## src/rtl/sata_oob_controller_pkg.sv

```systemverilog
// Shared SATA OOB definitions: primitive dwords and the sequencer state codes.
// The state codes double as the debug encoding seen on the logic analyser port.
package sata_oob_controller_pkg;

    localparam logic [31:0] PRIM_ALIGN = 32'h7B4A4ABC;
    localparam logic [31:0] DATA_D10_2 = 32'h4A4A4A4A;

    typedef enum logic [3:0] {
        ST_IDLE          = 4'd0,
        ST_SEND_RESET    = 4'd1,
        ST_WAIT_INIT     = 4'd2,
        ST_WAIT_INIT_END = 4'd3,
        ST_SEND_WAKE     = 4'd4,
        ST_WAIT_WAKE     = 4'd5,
        ST_WAIT_WAKE_END = 4'd6,
        ST_SEND_D10_2    = 4'd7,
        ST_SEND_ALIGN    = 4'd8,
        ST_READY         = 4'd9
    } oob_state_t;

    // States that wait on the device and therefore run the response timer.
    function automatic logic is_timed_state(input oob_state_t s);
        return (s == ST_WAIT_INIT) || (s == ST_WAIT_WAKE) || (s == ST_SEND_D10_2);
    endfunction

endpackage

```

## src/rtl/oob_timeout_counter.sv

```systemverilog
// 20-bit response timer; expired flags the last cycle of a TIMEOUT_CYCLES window.
// Clearing while disabled guarantees a zero count on entry to any timed state.
module oob_timeout_counter #(
    parameter int TIMEOUT_CYCLES = 66000
) (
    input  logic i_clk,
    input  logic i_rst_n,
    input  logic i_clear,
    input  logic i_enable,
    output logic o_expired
);

    logic [19:0] r_count;

    always_ff @(posedge i_clk or negedge i_rst_n) begin
        if (!i_rst_n) begin
            r_count <= '0;
        end else if (i_clear) begin
            r_count <= '0;
        end else if (i_enable) begin
            r_count <= r_count + 20'd1;
        end
    end

    assign o_expired = i_enable && (r_count == 20'(TIMEOUT_CYCLES - 1));

endmodule

```

## src/rtl/sata_oob_controller.sv

```systemverilog
// Host-side SATA OOB sequencer: COMRESET/COMWAKE exchange, D10.2/ALIGN speed
// negotiation, then linkup once non-ALIGN primitives arrive.
module sata_oob_controller
    import sata_oob_controller_pkg::*;
#(
    parameter int TIMEOUT_CYCLES = 66000,
    parameter int SYNC_COUNT     = 3
) (
    input  logic        i_clk,
    input  logic        i_rst_n,
    input  logic        i_phy_error,
    input  logic        i_platform_ready,
    output logic        o_platform_error,
    output logic        o_linkup,
    output logic [31:0] o_tx_dout,
    output logic        o_tx_is_k,
    output logic        o_tx_comm_reset,
    output logic        o_tx_comm_wake,
    output logic        o_tx_set_elec_idle,
    input  logic        i_tx_oob_complete,
    input  logic [31:0] i_rx_din,
    input  logic [3:0]  i_rx_is_k,
    input  logic        i_comm_init_detect,
    input  logic        i_comm_wake_detect,
    input  logic        i_rx_is_elec_idle,
    input  logic        i_rx_byte_is_aligned,
    output logic [3:0]  o_lax_state
);

    localparam int SYNC_W = $clog2(SYNC_COUNT + 1);

    oob_state_t        r_state;
    oob_state_t        w_next;
    logic [SYNC_W-1:0] r_sync;
    logic              r_platform_error;
    logic              r_linkup;
    logic [31:0]       r_tx_dout;
    logic              r_tx_is_k;
    logic              r_tx_comm_reset;
    logic              r_tx_comm_wake;
    logic              r_tx_set_elec_idle;
    logic              w_timer_enable;
    logic              w_expired;
    logic              w_platform_lost;
    logic              w_align_seen;
    logic              w_sync_hit;
    logic              w_unused_rx_k;

    assign w_unused_rx_k   = ^i_rx_is_k[3:1];
    assign w_timer_enable  = is_timed_state(r_state);
    assign w_platform_lost = (r_state != ST_IDLE) && !i_platform_ready;
    assign w_align_seen    = (i_rx_din == PRIM_ALIGN) && i_rx_is_k[0] && i_rx_byte_is_aligned;
    assign w_sync_hit      = i_rx_is_k[0] && (i_rx_din != PRIM_ALIGN) && !i_phy_error;

    oob_timeout_counter #(
        .TIMEOUT_CYCLES(TIMEOUT_CYCLES)
    ) u_timer (
        .i_clk     (i_clk),
        .i_rst_n   (i_rst_n),
        .i_clear   (!w_timer_enable),
        .i_enable  (w_timer_enable),
        .o_expired (w_expired)
    );

    // Priority: platform loss, then timeout, then the state's own success condition.
    always_comb begin
        w_next = r_state;
        if (w_platform_lost) begin
            w_next = ST_IDLE;
        end else if (w_expired) begin
            w_next = ST_SEND_RESET;
        end else begin
            case (r_state)
                ST_IDLE:          if (i_platform_ready)    w_next = ST_SEND_RESET;
                ST_SEND_RESET:    if (i_tx_oob_complete)   w_next = ST_WAIT_INIT;
                ST_WAIT_INIT:     if (i_comm_init_detect)  w_next = ST_WAIT_INIT_END;
                ST_WAIT_INIT_END: if (!i_comm_init_detect) w_next = ST_SEND_WAKE;
                ST_SEND_WAKE:     if (i_tx_oob_complete)   w_next = ST_WAIT_WAKE;
                ST_WAIT_WAKE:     if (i_comm_wake_detect)  w_next = ST_WAIT_WAKE_END;
                ST_WAIT_WAKE_END: if (!i_comm_wake_detect) w_next = ST_SEND_D10_2;
                ST_SEND_D10_2:    if (w_align_seen)        w_next = ST_SEND_ALIGN;
                ST_SEND_ALIGN: begin
                    if (w_sync_hit && (r_sync == SYNC_W'(SYNC_COUNT - 1))) w_next = ST_READY;
                end
                ST_READY:         if (i_phy_error || i_rx_is_elec_idle) w_next = ST_IDLE;
                default:          w_next = ST_IDLE;
            endcase
        end
    end

    // Outputs are decoded from the next state so they change together with lax_state.
    always_ff @(posedge i_clk or negedge i_rst_n) begin
        if (!i_rst_n) begin
            r_state            <= ST_IDLE;
            r_sync             <= '0;
            r_platform_error   <= 1'b0;
            r_linkup           <= 1'b0;
            r_tx_dout          <= '0;
            r_tx_is_k          <= 1'b0;
            r_tx_comm_reset    <= 1'b0;
            r_tx_comm_wake     <= 1'b0;
            r_tx_set_elec_idle <= 1'b1;
        end else begin
            r_state          <= w_next;
            r_platform_error <= r_platform_error | w_platform_lost;
            if ((r_state == ST_SEND_ALIGN) && (w_next == ST_SEND_ALIGN) && w_sync_hit) begin
                r_sync <= r_sync + SYNC_W'(1);
            end else begin
                r_sync <= '0;
            end
            r_linkup        <= (w_next == ST_READY);
            r_tx_comm_reset <= (w_next == ST_SEND_RESET);
            r_tx_comm_wake  <= (w_next == ST_SEND_WAKE);
            case (w_next)
                ST_SEND_D10_2: begin
                    r_tx_dout          <= DATA_D10_2;
                    r_tx_is_k          <= 1'b0;
                    r_tx_set_elec_idle <= 1'b0;
                end
                ST_SEND_ALIGN, ST_READY: begin
                    r_tx_dout          <= PRIM_ALIGN;
                    r_tx_is_k          <= 1'b1;
                    r_tx_set_elec_idle <= 1'b0;
                end
                default: begin
                    r_tx_dout          <= '0;
                    r_tx_is_k          <= 1'b0;
                    r_tx_set_elec_idle <= 1'b1;
                end
            endcase
        end
    end

    assign o_lax_state        = r_state;
    assign o_platform_error   = r_platform_error;
    assign o_linkup           = r_linkup;
    assign o_tx_dout          = r_tx_dout;
    assign o_tx_is_k          = r_tx_is_k;
    assign o_tx_comm_reset    = r_tx_comm_reset;
    assign o_tx_comm_wake     = r_tx_comm_wake;
    assign o_tx_set_elec_idle = r_tx_set_elec_idle;

endmodule

```

## config.mk

```make
export PLATFORM = sky130hd
export DESIGN_NAME = sata_oob_controller
export DESIGN_NICKNAME = d
export VERILOG_FILES = /design/src/rtl/sata_oob_controller_pkg.sv /design/src/rtl/oob_timeout_counter.sv /design/src/rtl/sata_oob_controller.sv
export SDC_FILE = /design/constraint.sdc
export NUM_CORES = 1
export LEC_CHECK = 0
export ABC_AREA = 0
export BUFFER_PORTS_ARGS = -buffer_cell sky130_fd_sc_hd__buf_2
export CAP_MARGIN = 40
export CORE_MARGIN = 2
export CORE_UTILIZATION = 25
export CTS_CLUSTER_DIAMETER = 80
export DETAILED_ROUTE_END_ITERATION = 16
export SLEW_MARGIN = 5
export SYNTH_ARGS = -nofsm -noshare
export SYNTH_HDL_FRONTEND = slang
export SYNTH_SLANG_ARGS = --single-unit
```

## constraint.sdc

```tcl
create_clock -name i_clk -period 4 [get_ports i_clk]
set_input_delay 0.8 -clock i_clk [delete_from_list [all_inputs] [get_ports i_clk]]
set_output_delay 0.8 -clock i_clk [all_outputs]
set_load 0.005 [all_outputs]
```

==> out/results.md <==
| Result | Value | Unit |
|---|---|---|
| Sequential cell area fraction in the yosys report | 0.390 | - |
| Standard cell core area | 8590 | sq um |
| Max capacitance violation total | 0 | - |
| Drt pass-1 iters | 4 | - |
| Number of global-route vias before repair | 1751 | - |
| Wire length of the first global-routing pass | 8000 | microns |
| Die width | 97.5 | microns |
| Instance count of the mapped netlist | 237 | - |
| Most common cell in the synthesized netlist | dfrtp_1 | - |
| Routed wire length per instance | 11.7 | microns |
| Required arrival time at the worst endpoint | 4.15 | ns |
| RSZ-0062 raised after global routing | false | - |
| Slew at the pin closest to its max-slew limit | 0.757 | ns |
| WS Path Type | in2reg | - |
| Clock Root Buffer | clkbuf_8 | - |
| Sum of net half-perimeters after detailed placement | 3470 | microns |
| Initial antenna violation count | 0 | - |
| Maximum number of buffers from clock root to sink | 2 | - |
| Finish-stage setup viols | 0 | - |
| Residual overflow from global routing | 0 | - |
| Flip-flop and latch count after synthesis | 34 | - |
| Total track usage | 0.0998 | - |
| Synth top area share | 0.378 | - |
| Via count of the routed design | 1807 | - |
| Post-layout nets | 336 | - |
| Remaining number of nets flagged by the antenna check after routing | 0 | - |
| Power per cell area | 399 | nW/um^2 |
| Count of instances resized after the clock tree is built | 0 | - |
| Min cycle time layout | 2.37 | ns |
| Largest driver fanout on the critical path | 4 | - |
| Area growth, synth to finish | 17.0 | % |
| I/O Pins | 87 | - |
| Post-Syn Area | 2180 | sq um |
| DRC | 0 | - |
| Leading cell types by total area after synthesis | dfrtp_1, buf_4, xnor2_1 | - |
| Number of pins exceeding their max-slew limit in the final report | 0 | - |
| Setup skew after layout | 0.00951 | ns |
| Setup_tns | 0 | ns |
| DIE AREA | 9500 | sq um |
| Top post-synthesis cells by count | dfrtp_1, buf_4, nor2_1 | - |
| Port Buf Inserts | 70 | - |
| Iteration-0 DRC count of the detailed router | 81 | - |
| Effective utilization at floorplan | 0.254 | - |
| Status | finished clean | - |
| Chip Height | 97.5 | microns |
| Pre-CTS setup slack | 1.28 | ns |
| Class of the most critical hold timing path | reg2reg | - |
| Drt total wl | 4640 | microns |
| Dominant synthesized flop cell | dfrtp_1 | - |
| Number of hold buffers added after CTS | 0 | - |
| CTS sink cnt | 34 | - |
| Worst-skew pair later-pin latency | 0.28 | ns |
| Cell taking the most area after synthesis | dfrtp_1 | - |
| Smallest setup slack after layout | 1.63 | ns |
| H-tree depth reported by CTS | 2 | - |
| Site row count | 34 | - |
| Maximum clock frequency | 421 | MHz |
| WP data arrival | 2.52 | ns |
| Maximum vdd ir drop | 0.131 | mV |
| Leakage power | 1.16 | nW |
| Maximum number of pins on one net before global-route repair | 35 | - |
| Final Cycle Share | 0.593 | - |
| Vias per cell | 4.54 | - |
| Total inserted antenna cells | 0 | - |
| Final Hold Fails | 0 | - |
| Critical path endpoint category | register | - |
| Layout cell share with drive strength beyond 1 | 0.293 | - |
| Last weighted congestion value of the routability-driven placer | 0.854 | - |
| Mapped Avg Cell Area | 9.21 | sq um |
| TritonCTS clock tree | built | - |
| Number of flops mapped to enable cells by yosys | 0 | - |
| Number of warnings printed during yosys synthesis | 0 | - |
| Clock transition at the registers of the reported paths | 0.06 | ns |
| Number of unique standard cell types used by synthesis | 50 | - |
| Crit path launch type | primary input | - |
| Share of flip-flops with an asynchronous set or reset | 1.00 | - |
| Cts bufs inserted | 5 | - |
| Max-Slew Margin vs Limit | 0.495 | - |
| Setup Fix Bufs, Post-CTS | 0 | - |
==> metal layers <==
layer,vias to the layer above,global-route usage,share of wire
li1,911,-,-
met1,840,0.127,0.47
met2,54,0.168,0.46
met3,2,0.0281,0.061
met4,0,0.0224,0.0028
met5,-,0,0
==> worst max-delay path, cell delays in order <==
cell and delay, ns:
buf_2 0.09, nor4b_1 0.31, nand4_1 0.22, nor3_1 0.51
o32ai_1 0.23, nor4_1 0.36
==> registers in the layout (all words and copies together), names as in the netlist <==
| register | flops |
|---|---|
| o_tx_comm_reset | 1 |
| o_tx_comm_wake | 1 |
| o_linkup | 1 |
| r_sync | 2 |
| o_lax_state | 4 |
| o_platform_error | 1 |
| u_timer.r_count | 20 |
| o_tx_set_elec_idle | 1 |
| o_tx_dout | 3 |
==> worst paths after layout <==
path                                start  cells after the start  slack [ns]                   to
max                          i_rx_din[21]                      6        1.63       o_tx_comm_wake
min                             r_sync[0]                      1        0.43            r_sync[0]
max reg2reg                o_lax_state[1]                      5        1.85        o_tx_dout[27]
min reg2reg                     r_sync[0]                      1        0.43            r_sync[0]
max in group asynchronous         i_rst_n                      1        2.93       o_lax_state[2]
min in group asynchronous         i_rst_n                      1        0.58  u_timer.r_count[13]
==> stage by stage <==
step	area, sq um	power (mW)	util	hold WS, ns	instances
after floorplan	2230	0.686	-	0.410	249
after global placement	2460	0.765	0.287	0.421	390
after detailed placement	2460	0.772	0.287	0.427	390
after CTS	2550	1.03	0.297	0.435	398
after global routing	2550	1.10	0.297	0.471	398
final	2550	1.02	0.297	0.429	398
==> power by group <==
part	internal [mW]	switching, mW
logic	0.147	0.182
registers	0.375	0.0602
clock network	0.139	0.116
total	0.661	0.359
==> final cells by class <==
type / count / area, sq um
clock buffer: 7 / 86.3
tap: 108 / 135
sequential: 34 / 852
inverter: 9 / 33.8
fill: 915 / 6040
timing repair buffer: 70 / 350
multi-input combinational: 169 / 1090
clock inverter: 1 / 5.00
==> cell families after synthesis <==
kind of cell | share of synthesized area
other | 0.00172
xor gates and xnor gates | 0.0602
DFF | 0.390
AOI/OAI and AO/OA | 0.130
and+or+nand+nor | 0.271
muxes | 0.00516
adders and majority gates | 0.0115
buffers and inverters | 0.131
==> placed cells by master (no fill, tap or decap), drive strengths merged, types with 7 or more instances in the layout <==
cell | Yosys | final
buf | 30 | 70
clkbuf | 7 | 7
xnor2 | 12 | 12
conb | 1 | 13
dfrtp | 33 | 33
nand3 | 8 | 8
nand2 | 10 | 10
inv | 9 | 9
a21oi | 8 | 8
nor2 | 25 | 25
Power figures use the tool's default switching activity.
